[config.mk]
export PLATFORM = sky130hd
export DESIGN_NAME = hack_program_loader_flat
export DESIGN_NICKNAME = d
export VERILOG_FILES = /design/src/rtl/hack_program_loader_if.sv /design/src/rtl/hack_program_loader.sv /design/src/flat_wrapper.sv
export SDC_FILE = /design/constraint.sdc
export NUM_CORES = 1
export LEC_CHECK = 0
export ABC_AREA = 1
export CORE_UTILIZATION = 44
export DETAILED_ROUTE_END_ITERATION = 10
export PLACE_DENSITY = 0.71
export SETUP_SLACK_MARGIN = 0.1
export SLEW_MARGIN = 20
export SYNTH_ARGS = -nofsm -noshare
export SYNTH_HDL_FRONTEND = slang
export SYNTH_SLANG_ARGS = --single-unit
export TNS_END_PERCENT = 100
[constraint.sdc]
create_clock -name clk -period 1.7 [get_ports clk]
set_input_delay 0.425 -clock clk [delete_from_list [all_inputs] [get_ports clk]]
set_output_delay 0.425 -clock clk [all_outputs]
set_load 0.03 [all_outputs]
[src/rtl/hack_program_loader_if.sv]
// Instruction-field stream (producer -> loader) and ROM write bus (loader -> ROM)
// bundled for the Hack program loader.
interface hack_program_loader_if #(
  parameter int ADDR_W = 15
) ();
  logic              in_valid;
  logic              in_ready;
  logic              in_is_c;
  logic [14:0]       in_value;
  logic              in_a;
  logic [5:0]        in_comp;
  logic [2:0]        in_dest;
  logic [2:0]        in_jump;
  logic              in_last;
  logic              rom_we;
  logic              rom_ack;
  logic [ADDR_W-1:0] rom_addr;
  logic [15:0]       rom_wdata;

  modport master (
    output in_valid, in_is_c, in_value, in_a, in_comp, in_dest, in_jump, in_last, rom_ack,
    input  in_ready, rom_we, rom_addr, rom_wdata
  );

  modport slave (
    input  in_valid, in_is_c, in_value, in_a, in_comp, in_dest, in_jump, in_last, rom_ack,
    output in_ready, rom_we, rom_addr, rom_wdata
  );
endinterface

[src/rtl/hack_program_loader.sv]
// Encodes Hack instruction fields into 16-bit words, buffers them in a small FIFO
// and writes them sequentially into instruction ROM from a programmable base address.
module hack_program_loader #(
  parameter int ADDR_W     = 15,
  parameter int FIFO_DEPTH = 4
) (
  input  logic                 clk,
  input  logic                 rst_n,
  input  logic                 start,
  input  logic [ADDR_W-1:0]    base_addr,
  hack_program_loader_if.slave bus,
  output logic                 busy,
  output logic                 done,
  output logic                 err,
  output logic [ADDR_W:0]      words_written
);
  localparam int PTR_W = $clog2(FIFO_DEPTH);
  localparam logic [ADDR_W-1:0] ADDR_MAX  = {ADDR_W{1'b1}};
  localparam logic [ADDR_W-1:0] ADDR_ONE  = {{(ADDR_W-1){1'b0}}, 1'b1};
  localparam logic [ADDR_W:0]   WORDS_ONE = {{ADDR_W{1'b0}}, 1'b1};
  localparam logic [PTR_W:0]    PTR_ONE   = {{PTR_W{1'b0}}, 1'b1};

  typedef enum logic [1:0] {
    ST_IDLE  = 2'd0,
    ST_LOAD  = 2'd1,
    ST_DRAIN = 2'd2,
    ST_DONE  = 2'd3
  } state_e;

  state_e             state_q, state_d;
  logic [15:0]        fifo_mem_q [FIFO_DEPTH];
  logic [PTR_W:0]     wr_ptr_q, wr_ptr_d;
  logic [PTR_W:0]     rd_ptr_q, rd_ptr_d;
  logic               stage_valid_q, stage_valid_d;
  logic [15:0]        stage_data_q, stage_data_d;
  logic [ADDR_W-1:0]  addr_q, addr_d;
  logic [ADDR_W:0]    words_q, words_d;
  logic               err_q, err_d;
  logic               busy_q, busy_d;
  logic               done_q, done_d;
  logic               ready_q, ready_d;

  logic [15:0]        enc_word_s;
  logic               fifo_empty_s;
  logic               fifo_full_next_s;
  logic               push_s;
  logic               pop_s;
  logic               wr_done_s;
  logic               stage_free_s;
  logic               discard_s;

  function automatic logic [15:0] encode_word(
    input logic        is_c,
    input logic [14:0] value,
    input logic        a,
    input logic [5:0]  comp,
    input logic [2:0]  dest,
    input logic [2:0]  jump
  );
    logic [15:0] w;
    if (is_c) begin
      w = {3'b111, a, comp, dest, jump};
    end else begin
      w = {1'b0, value};
    end
    return w;
  endfunction

  function automatic logic ptr_full(input logic [PTR_W:0] wp, input logic [PTR_W:0] rp);
    return (wp[PTR_W] != rp[PTR_W]) && (wp[PTR_W-1:0] == rp[PTR_W-1:0]);
  endfunction

  assign enc_word_s   = encode_word(bus.in_is_c, bus.in_value, bus.in_a,
                                    bus.in_comp, bus.in_dest, bus.in_jump);
  assign fifo_empty_s = (wr_ptr_q == rd_ptr_q);
  // ready_q is only ever high in LOAD with the FIFO not full.
  assign push_s       = bus.in_valid & ready_q;
  assign wr_done_s    = stage_valid_q & bus.rom_ack;
  assign stage_free_s = ~stage_valid_q | wr_done_s;
  assign pop_s        = ~fifo_empty_s & stage_free_s;
  // Once the last ROM address has been written, remaining words are dropped.
  assign discard_s    = err_q | (wr_done_s & (addr_q == ADDR_MAX));

  assign bus.in_ready  = ready_q;
  assign bus.rom_we    = stage_valid_q;
  assign bus.rom_addr  = addr_q;
  assign bus.rom_wdata = stage_data_q;
  assign busy          = busy_q;
  assign done          = done_q;
  assign err           = err_q;
  assign words_written = words_q;

  // Next-state, FIFO pointer, output-stage and session-counter logic.
  always_comb begin
    state_d       = state_q;
    wr_ptr_d      = wr_ptr_q;
    rd_ptr_d      = rd_ptr_q;
    stage_valid_d = stage_valid_q;
    stage_data_d  = stage_data_q;
    addr_d        = addr_q;
    words_d       = words_q;
    err_d         = err_q;

    if (push_s) begin
      wr_ptr_d = wr_ptr_q + PTR_ONE;
    end else begin
      wr_ptr_d = wr_ptr_q;
    end

    if (pop_s) begin
      rd_ptr_d = rd_ptr_q + PTR_ONE;
    end else begin
      rd_ptr_d = rd_ptr_q;
    end

    if (wr_done_s) begin
      stage_valid_d = 1'b0;
      words_d       = words_q + WORDS_ONE;
      if (addr_q == ADDR_MAX) begin
        err_d = 1'b1;
      end else begin
        addr_d = addr_q + ADDR_ONE;
      end
    end else begin
      words_d = words_q;
    end

    if (pop_s && !discard_s) begin
      stage_valid_d = 1'b1;
      stage_data_d  = fifo_mem_q[rd_ptr_q[PTR_W-1:0]];
    end else begin
      stage_data_d  = stage_data_q;
    end

    case (state_q)
      ST_IDLE: begin
        if (start) begin
          addr_d  = base_addr;
          words_d = '0;
          err_d   = 1'b0;
          state_d = ST_LOAD;
        end else begin
          state_d = ST_IDLE;
        end
      end
      ST_LOAD: begin
        if (push_s && bus.in_last) begin
          state_d = ST_DRAIN;
        end else begin
          state_d = ST_LOAD;
        end
      end
      ST_DRAIN: begin
        if (fifo_empty_s && !stage_valid_q) begin
          state_d = ST_DONE;
        end else begin
          state_d = ST_DRAIN;
        end
      end
      ST_DONE: begin
        state_d = ST_IDLE;
      end
      default: begin
        state_d = ST_IDLE;
      end
    endcase

    fifo_full_next_s = ptr_full(wr_ptr_d, rd_ptr_d);
    ready_d = (state_d == ST_LOAD) & ~fifo_full_next_s;
    busy_d  = (state_d == ST_LOAD) | (state_d == ST_DRAIN);
    done_d  = (state_d == ST_DONE);
  end

  // Control and output-stage registers.
  always_ff @(posedge clk or negedge rst_n) begin
    if (!rst_n) begin
      state_q       <= ST_IDLE;
      wr_ptr_q      <= '0;
      rd_ptr_q      <= '0;
      stage_valid_q <= 1'b0;
      stage_data_q  <= 16'h0000;
      addr_q        <= '0;
      words_q       <= '0;
      err_q         <= 1'b0;
      busy_q        <= 1'b0;
      done_q        <= 1'b0;
      ready_q       <= 1'b0;
    end else begin
      state_q       <= state_d;
      wr_ptr_q      <= wr_ptr_d;
      rd_ptr_q      <= rd_ptr_d;
      stage_valid_q <= stage_valid_d;
      stage_data_q  <= stage_data_d;
      addr_q        <= addr_d;
      words_q       <= words_d;
      err_q         <= err_d;
      busy_q        <= busy_d;
      done_q        <= done_d;
      ready_q       <= ready_d;
    end
  end

  // FIFO storage; contents are only meaningful between the pointers.
  always_ff @(posedge clk) begin
    if (push_s) begin
      fifo_mem_q[wr_ptr_q[PTR_W-1:0]] <= enc_word_s;
    end
  end
endmodule

[src/flat_wrapper.sv]
// flat-port wrapper written by rule: the top's interface ports become plain ports
module hack_program_loader_flat 
#(
  parameter int ADDR_W     = 15,
  parameter int FIFO_DEPTH = 4
)
  (clk, rst_n, start, base_addr, busy, done, err, words_written, bus_in_valid, bus_in_is_c, bus_in_value, bus_in_a, bus_in_comp, bus_in_dest, bus_in_jump, bus_in_last, bus_rom_ack, bus_in_ready, bus_rom_we, bus_rom_addr, bus_rom_wdata);
  hack_program_loader_if #(.ADDR_W(ADDR_W)) bus_i ();
  input  logic clk;
  input  logic rst_n;
  input  logic start;
  input  logic [ADDR_W-1:0] base_addr;
  output logic busy;
  output logic done;
  output logic err;
  output logic [ADDR_W:0] words_written;
  input wire logic [$bits(bus_i.in_valid)-1:0] bus_in_valid;
  input wire logic [$bits(bus_i.in_is_c)-1:0] bus_in_is_c;
  input wire logic [$bits(bus_i.in_value)-1:0] bus_in_value;
  input wire logic [$bits(bus_i.in_a)-1:0] bus_in_a;
  input wire logic [$bits(bus_i.in_comp)-1:0] bus_in_comp;
  input wire logic [$bits(bus_i.in_dest)-1:0] bus_in_dest;
  input wire logic [$bits(bus_i.in_jump)-1:0] bus_in_jump;
  input wire logic [$bits(bus_i.in_last)-1:0] bus_in_last;
  input wire logic [$bits(bus_i.rom_ack)-1:0] bus_rom_ack;
  output wire logic [$bits(bus_i.in_ready)-1:0] bus_in_ready;
  output wire logic [$bits(bus_i.rom_we)-1:0] bus_rom_we;
  output wire logic [$bits(bus_i.rom_addr)-1:0] bus_rom_addr;
  output wire logic [$bits(bus_i.rom_wdata)-1:0] bus_rom_wdata;
  assign bus_i.in_valid = bus_in_valid;
  assign bus_i.in_is_c = bus_in_is_c;
  assign bus_i.in_value = bus_in_value;
  assign bus_i.in_a = bus_in_a;
  assign bus_i.in_comp = bus_in_comp;
  assign bus_i.in_dest = bus_in_dest;
  assign bus_i.in_jump = bus_in_jump;
  assign bus_i.in_last = bus_in_last;
  assign bus_i.rom_ack = bus_rom_ack;
  assign bus_in_ready = bus_i.in_ready;
  assign bus_rom_we = bus_i.rom_we;
  assign bus_rom_addr = bus_i.rom_addr;
  assign bus_rom_wdata = bus_i.rom_wdata;
  hack_program_loader #(.ADDR_W(ADDR_W), .FIFO_DEPTH(FIFO_DEPTH)) u_core (.clk(clk), .rst_n(rst_n), .start(start), .base_addr(base_addr), .bus(bus_i), .busy(busy), .done(done), .err(err), .words_written(words_written));
endmodule
* Word-level counts from Yosys, hierarchy flattened *
Memory sizes are Yosys's and may differ from the RTL's. A register that Yosys moved wholly into a read port is not among the register bits.
Index checks and enable logic that the tools add are counted.

word-level totals
  memories kept = 1
  output and inout bits = 52
  word-level logic and storage cells = 67
  memory bits (writable) = 64
  register bits after elaboration = 44

cells by class
  reduce and logical (&&, ||, !) cells = 9
  add/subtract/negate cells = 4
  mux-type cells = 22
  equality and inequality tests = 10
  bitwise logic cells = 11

memories
  name               depth  bits a word  rd ports  clocked after Yosys merged registers in  wr ports  line                       RTL
  u_core.fifo_mem_q  4      16           1         1                                        1         hack_program_loader.sv:31  logic [15:0] fifo_mem_q [FIFO_DEPTH];

operators by type and width
  operator               number
  $mux 16                4
  $mux 15                4
  $add 16x1->16 const B  1
  $add 15x1->15 const B  1
  $eq 15x15->1 const B   1
  $mux 1                 10
  $eq 2x2->1 const B     4
  $pmux 2 s4             1
  $add 3x1->3 const B    2
  $mux 3                 2
  $and 1x1->1            5
  $eq 2x1->1 const B     2
  $logic_and 1x1->1      4
  $eq 3x3->1             1
  $logic_not 1->1        3
  $not 1->1              3
  $or 1x1->1             3
  $eq 2x2->1             1
  $logic_not 2->1        1
  $mux 2                 1
  $reduce_bool 2->1      1
  $ne 1x1->1             1

* Logic depth before layout (Yosys ltp) *
Gate-level depths: netlist of run 1.

  word-level depth = 8
  mapped depth = 13
  gate-level depth less buffers = 12

* Worst setup path before layout of run 1 *
No wires, ideal clock.

  path kind = reg-to-reg
  start = reg u_core.addr_q[0], in the netlist u_core.bus.rom_addr[0]
  end = reg u_core.stage_data_q[0], in the netlist u_core.bus.rom_wdata[0] (read register of u_core.fifo_mem_q)
  path slack = -0.141 ns
  buffers on the path = 1
  stages on the path, launching flop included = 13
  period minus slack after synthesis = 1.841 ns
  data required time = 1.582 ns
  arrival time = 1.723 ns
  library setup time = 0.118 ns
  path through = dfrtp_1 ha_1 nand3_2 nor2_4 nand2_2 inv_2 nand2_4 inv_4 a21oi_4 nand2_4 buf_6 nand2_1 nand2_1

on the way
  longest elaborated chain between the ends = 5

RTL lines
  item                      line                        RTL
  start: declaration        hack_program_loader.sv:36   logic [ADDR_W-1:0] addr_q, addr_d;
  start signal: assignment  hack_program_loader.sv:194  addr_q <= addr_d;
  $eq 15x15->1              hack_program_loader.sv:82   assign discard_s = err_q | (wr_done_s & (addr_q == ADDR_MAX));
  $and 1x1->1               hack_program_loader.sv:82
  $or 1x1->1                hack_program_loader.sv:82
  $logic_not 1->1           hack_program_loader.sv:128  if (pop_s && !discard_s) begin
  $logic_and 1x1->1         hack_program_loader.sv:128
  end: declaration          hack_program_loader.sv:35   logic [15:0] stage_data_q, stage_data_d;

No other way between the ends.
A chain may end at the register's enable or synchronous reset.

* Worst setup path after layout of run 1 *
  start = reg u_core.addr_q[0], in the netlist u_core.bus.rom_addr[0]
  end = reg u_core.stage_data_q[6], in the netlist u_core.bus.rom_wdata[6] (read register of u_core.fifo_mem_q)

The elaborated chain is that of the path after synthesis.

==> results.tsv, run 1 <==
stage	metric	value	unit
floorplanning	Core ar.	0.0127	mm2
setup_path	R2R setup slack	0.004	ns
cells_and_area	Layout area overhead	42.8	%
cts	Clk Latency, worst-skew pair	0.42	ns
cells_and_area	share of layout cells above drive strength 1	32.6	%
place	number of port buffers	101	
timing	Final Setup Violations	0	
hold_path	Hold Path Class	input port to async pin	
place	Final HPWL DP	9660	um
global_routing	vias in the first global route	4770	
cells_and_area	# fillers	1029	
logic_synthesis	Synth warnings	0	
timing	unrepaired setup endpoints after global routing	true	
logic_synthesis	Syn Nets	650	
setup_path	max incr delay on CP	0.42	ns
timing	period utilization	99.8	%
setup_path	critical-path cell list	ha_4 -> nand3_4 -> nor2_4 -> nand2_2 -> inv_2 -> nand2_4 -> inv_4 -> a21oi_4 -> buf_6 -> nand2_8 -> nand2_2 -> nand2_1	
cts	Reg clk slew, reported paths	0.05	ns
setup_path	CP Max Fanout	5	
cts	clk sinks	124	
cts	htree depth	4	
setup_path	delay-heaviest family, CP	simple AND/OR/NAND/NOR gates	
logic_synthesis	Synth cell types	35	
route	routed via count	4855	
cts	TritonCTS clock tree	built	
global_routing	first-pass GRT wire length	22900	um
floorplanning	IO Pins	102	
cells_and_area	NumNets Final	822	
logic_synthesis	mapped cell area	0.00577	mm2
logic_synthesis	Yosys reg bits	124	
place	placed cell count	890	
timing	Slew headroom	77.8	%
route	post-DR vias/cell	5.12	
route	initial DRC count	269	
pwr	PD cells	1780	mW/mm2
logic_synthesis	cell count after synthesis	591	
route	Routed WL	14800	um
pwr	maximum VDD drop	1160	uV
timing	Tmin final	1.70	ns
cts	number of buffers created by CTS	17	
outcome	outcome	complete, no violations	
floorplanning	Die H	116	um
cts	Clk Tree Root Cell	clkbuf_16	
place	Placer Congestion	0.847	
timing	setup_tns	0	ns
job	max-cap violation count	0	
global_routing	total grt overflow	0	
logic_synthesis	prevailing post-synth register cell	edfxtp_1	
setup_path	Startpoint Class	flip-flop	
timing	count of pins over their slew limit	0	
timing	Hold Violations, Final	0	
cells_and_area	area taken by multi-input logic gates	0.00228	mm2
setup_path	Crit. End Element	flip-flop	
logic_synthesis	Async S/R FF share, synth	48.4	%
cells_and_area	Non-Filler Instances	948	
cells_and_area	most common cell after layout, fill and taps aside	nand2_1	
setup_path	CP bufs+invs	3	
setup_path	reg-to-reg endpoint	u_core.bus.rom_wdata[6]$_DFFE_PN0P_	
global_routing	initial antenna violation count	0	
cts	Longest Clk Path Bufs	2	
global_routing	largest net degree at the start of global routing	59	
floorplanning	Die W	116	um
timing	Least-Margin Pin Slew	0.333	ns
floorplanning	Starting Density	45.3	%
pwr	Pleak	3.60	nW
floorplanning	die area	0.0136	mm2
setup_path	worst reg2reg path depth	12	
setup_path	Worst path slowest cell	dfrtp_2	
route	detailed-route DRC error count	0	
global_routing	GRT Util Overall	22.7	%
logic_synthesis	Avg Inst Size Synth	9.76	um2
cells_and_area	most frequent cells in the layout	103 x nand2_1, 64 x nor2_1, 64 x edfxtp_1	
route	Routed Antenna Nets	0	
route	WL/cell	15.6	um
cells_and_area	register area	0.00344	mm2
setup_path	WP data required	2.01	ns
setup_path	Critical R2R Launch	u_core.bus.rom_addr[0]$_DFF_PN0_	
cells_and_area	Ant. Diodes	0	
floorplanning	# rows	41	
logic_synthesis	Post-synth EDFFs	64	
setup_path	WS Path Type	flip-flop to flip-flop	
setup_path	Critical Path AT	2.00	ns
logic_synthesis	Seq/Total Area, Yosys	59.4	%
setup_path	most used cell, CP	nand2_2	
route	detailed-router iteration count before antenna repair	4	
timing	Clock Skew	0.00758	ns
timing	f_max	0.590	GHz
-- how the worst max path moves through the flow --
stage | slack, ns | from | depth (start not counted) | end
2_1_floorplan | -0.12 | u_core.bus.in_ready$_DFF_PN0_ | 2 | u_core.fifo_mem_q[0][0]$_DFFE_PP_
3_3_place_gp | -0.35 | bus_rom_ack | 10 | u_core.words_written[14]$_DFF_PN0_
3_5_place_dp | -0.40 | bus_rom_ack | 10 | u_core.words_written[14]$_DFF_PN0_
4_1_cts | 0.03 | u_core.bus.rom_addr[1]$_DFF_PN0_ | 12 | u_core.bus.rom_wdata[0]$_DFFE_PN0P_
5_1_grt | -0.07 | u_core.bus.rom_addr[1]$_DFF_PN0_ | 12 | u_core.bus.rom_wdata[6]$_DFFE_PN0P_
6_report | 0.004 | u_core.bus.rom_addr[0]$_DFF_PN0_ | 12 | u_core.bus.rom_wdata[6]$_DFFE_PN0P_
-- stage by stage --
| stage | power (mW) | hold WS, ns | util, % | instance area, um2 | setup slack, ns |
|---|---|---|---|---|---|
| after global placement | 10.5 | 0.236 | 57.5 | 7320 | -0.351 |
| after floorplan | 8.24 | 0.129 | - | 5800 | -0.118 |
| final | 14.6 | 0.369 | 64.7 | 8230 | 0.00395 |
| after CTS | 14.3 | 0.336 | 63.5 | 8080 | 0.0279 |
| after global routing | 15.5 | 0.358 | 64.7 | 8230 | -0.0682 |
| after detailed placement | 10.7 | 0.236 | 57.5 | 7320 | -0.396 |
-- kinds of logic (layout without fill, tap and decap cells) --
kind of cell | count (synthesis) | in the layout | share of synthesized area (%)
mux | 13 | 13 | 2.54
xor+xnor | 14 | 14 | 2.13
buf+inv | 77 | 260 | 5.58
compound gates | 83 | 83 | 8.09
fa+ha+maj | 9 | 9 | 1.95
flops | 124 | 124 | 59.4
simple gates | 271 | 273 | 20.4
-- sequential cells by signal (all words and copies together) (netlist names) --
signal,cells
u_core.done,1
u_core.rd_ptr_q,3
u_core.state_q,2
u_core.words_written,16
u_core.bus.in_ready,1
u_core.bus.rom_we,1
u_core.bus.rom_addr,15
u_core.busy,1
u_core.fifo_mem_q,64
u_core.err,1
u_core.bus.rom_wdata,16
u_core.wr_ptr_q,3
-- cells in the mapped netlist, types with 3 or more instances --
cell type,count,area [um2]
dfrtp_1,60,1500
inv_2,3,11.3
nand4_1,6,37.5
nand3_1,45,225
o21ai_0,44,220
or2_2,4,25.0
inv_1,50,188
buf_2,4,20.0
mux2_2,13,146
nand2_2,6,37.5
ha_1,9,113
nand2_1,123,462
a21oi_1,10,50.1
o22ai_1,16,100
nor3_1,10,50.1
a31oi_1,5,31.3
edfxtp_1,64,1920
xor2_1,9,78.8
nor2_1,67,251
xnor2_1,5,43.8
nor2_2,4,25.0
clkbuf_1,13,48.8
-- worst reg2reg max path, delay by kind of cell, from the launching register on --
family / cells / cell delay (ns)
flip-flops: 1 / 0.42
buffers and inverters: 3 / 0.26
adder cells (fa/ha/maj): 1 / 0.18
AND/OR/NAND/NOR: 7 / 0.47
AO/OA/AOI/OAI: 1 / 0.26
-- repair_timing --
item,in CTS,in global routing
buffers inserted,11,12
hold buffers,1,0
endpoints found under the setup margin,74,57
gates cloned,3,0
gates resized for setup,192,90
endpoints found under the hold margin,2,0
pin swaps,11,21
-- layer usage --
| metal | routed length [um] | GRT usage (%) | vias to the layer above |
|---|---|---|---|
| met2 | 7580 | 39.9 | 147 |
| met5 | 0 | 0 | - |
| met3 | 970 | 6.18 | 24 |
| li1 | - | - | 2334 |
| met1 | 5910 | 25.1 | 2350 |
| met4 | 310 | 12.2 | 0 |
-- cell type report --
cell class | instances | area share, %
clock inverter | 14 | 1.78
clock buffer | 18 | 5.21
timing repair buffer | 173 | 18.3
sequential | 124 | 41.8
tap | 172 | 2.61
inverter | 55 | 2.63
multi-input combinational | 392 | 27.6
-- power by group --
part	switching, mW	total, mW	internal (mW)	leakage, nW
sequential	0.621	4.62	4.00	1.32
combinational	4.02	6.52	2.50	2.01
clock	1.34	3.49	2.15	0.266
No activity file was read; power rests on OpenSTA's default activity.
==> run 2, diff against run 1 <==
Settings changed: REMOVE_ABC_BUFFERS set to 1.
==> results.tsv, run 2 (synthesis results as in run 1) <==
stage	metric	value	unit
setup_path	Worst path slowest cell	dfrtp_1	
route	detailed-route DRC error count	0	
route	post-DR vias/cell	5.30	
timing	Tmin final	1.68	ns
cells_and_area	most common cell after layout, fill and taps aside	nand2_1	
floorplanning	IO Pins	102	
cts	clk sinks	124	
cells_and_area	max reg flops	64	
setup_path	WP data required	2.00	ns
cts	htree depth	4	
setup_path	critical-path cell list	ha_4 -> nand3_4 -> nor2_4 -> buf_6 -> nand2_4 -> nor2_4 -> nand2_2 -> nand2_4 -> inv_6 -> nand2_1 -> nand2_1 -> nand3_2 -> nand2_1	
pwr	maximum VDD drop	995	uV
route	Routed Antenna Nets	0	
route	Routed WL	15100	um
timing	count of pins over their slew limit	0	
cells_and_area	NumNets Final	812	
floorplanning	Core ar.	0.0127	mm2
route	WL/cell	16.1	um
floorplanning	Starting Density	45.3	%
setup_path	most used cell, CP	nand2_1	
timing	f_max	0.595	GHz
setup_path	Startpoint Class	flip-flop	
cells_and_area	Finished Cell Area	0.00835	mm2
cells_and_area	share of layout cells above drive strength 1	31.5	%
timing	period utilization	98.9	%
cells_and_area	most frequent cells in the layout	105 x nand2_1, 64 x edfxtp_1, 61 x nor2_1	
pwr	Pleak	3.66	nW
global_routing	largest net degree at the start of global routing	61	
timing	Hold Violations, Final	0	
setup_path	max incr delay on CP	0.39	ns
timing	Final Setup Violations	0	
pwr	PD cells	1790	mW/mm2
place	Placer Congestion	0.881	
setup_path	Critical Path AT	1.99	ns
setup_path	Crit. End Element	flip-flop	
cts	Reg clk slew, reported paths	0.06	ns
global_routing	vias in the first global route	4912	
route	detailed-router iteration count before antenna repair	5	
timing	Clock Skew	0.00894	ns
timing	Slew headroom	77.8	%
cts	TritonCTS clock tree	built	
route	initial DRC count	453	
cts	Clk Tree Root Cell	clkbuf_16	
floorplanning	# rows	41	
floorplanning	Die H	116	um
cts	cts hold-fix bufs	0	
place	Area after DPL	0.00734	mm2
outcome	outcome	complete, no violations	
global_routing	total grt overflow	0	
cells_and_area	Ant. Diodes	0	
cts	number of buffers created by CTS	17	
place	number of port buffers	101	
job	max-cap violation count	0	
timing	unrepaired setup endpoints after global routing	true	
global_routing	initial antenna violation count	0	
route	routed via count	4970	
cts	Clk Latency, worst-skew pair	0.41	ns
cts	Longest Clk Path Bufs	2	
place	Final HPWL DP	9190	um
setup_path	CP Max Fanout	7	
setup_path	WS Path Type	flip-flop to flip-flop	
floorplanning	Die W	116	um
global_routing	GRT Util Overall	23.0	%
global_routing	first-pass GRT wire length	23300	um
hold_path	Hold Path Class	input port to async pin	
cells_and_area	Layout area overhead	44.8	%
timing	setup_tns	0	ns
timing	Least-Margin Pin Slew	0.333	ns
floorplanning	die area	0.0136	mm2
==> run 2: metrics by stage <==
stage	utilization (%)	power (mW)	hold WS, ns	setup slack, ns	instances
6_report	65.6	14.9	0.0155	0.0193	938
5_1_grt	65.6	15.8	0.0402	-0.0500	938
4_1_cts	64.7	14.5	0.0209	0.00303	935
3_5_place_dp	57.7	10.7	0.461	-0.379	887
3_3_place_gp	57.7	10.5	0.456	-0.327	887
2_1_floorplan	-	7.99	0.129	-0.202	569
==> run 2: timing repair <==
action                     4_1_cts  5_1_grt
buffers inserted                13        5
setup endpoints to repair       76       61
resized for setup              191      103
gates cloned                     3        0
pin swaps                       26       30
==> run 2: path summary, 6_finish.rpt <==
check | start | endpoint | slack (ns) | cells after the start
max | u_core.bus.rom_addr[0]$_DFF_PN0_ | u_core.bus.rom_addr[6]$_DFF_PN0_ | 0.02 | 13
min | rst_n | u_core.state_q[1]$_DFF_PN0_ | 0.02 | 2
max reg2reg | u_core.bus.rom_addr[0]$_DFF_PN0_ | u_core.bus.rom_addr[6]$_DFF_PN0_ | 0.02 | 13
min reg2reg | u_core.bus.rom_wdata[4]$_DFFE_PN0P_ | u_core.bus.rom_wdata[4]$_DFFE_PN0P_ | 0.48 | 2
max in group asynchronous | rst_n | u_core.words_written[3]$_DFF_PN0_ | 1.39 | 2
min in group clk | u_core.bus.rom_wdata[4]$_DFFE_PN0P_ | u_core.bus.rom_wdata[4]$_DFFE_PN0P_ | 0.48 | 2
==> run 2: final cells by class <==
type,instances,area [um2]
fill,980,4370
sequential,124,3430
multi-input combinational,392,2320
timing repair buffer,163,1550
clock buffer,17,425
inverter,55,219
tap,172,215
clock inverter,15,176
==> run 2: layer usage <==
| layer | vias to the layer above | global-route usage (%) | part of all wire [%] |
|---|---|---|---|
| met5 | - | 0 | 0 |
| li1 | 2315 | - | - |
| met4 | 0 | 10.2 | 2.0 |
| met2 | 229 | 38.7 | 50 |
| met3 | 30 | 4.98 | 6.8 |
| met1 | 2396 | 28.5 | 41 |
==> run 2: critical path: cells and delay by family (launching register included) <==
| family | cells | cell delay (ns) |
|---|---|---|
| fa+ha+maj | 1 | 0.17 |
| buf+inv | 2 | 0.18 |
| flops | 1 | 0.39 |
| simple gates | 10 | 0.83 |
==> run 2: power by group <==
group | internal (mW) | total [mW] | switching, mW
sequential | 3.99 | 4.62 | 0.635
combinational | 2.58 | 6.66 | 4.08
clock | 2.21 | 3.67 | 1.45
total | 8.78 | 14.9 | 6.17
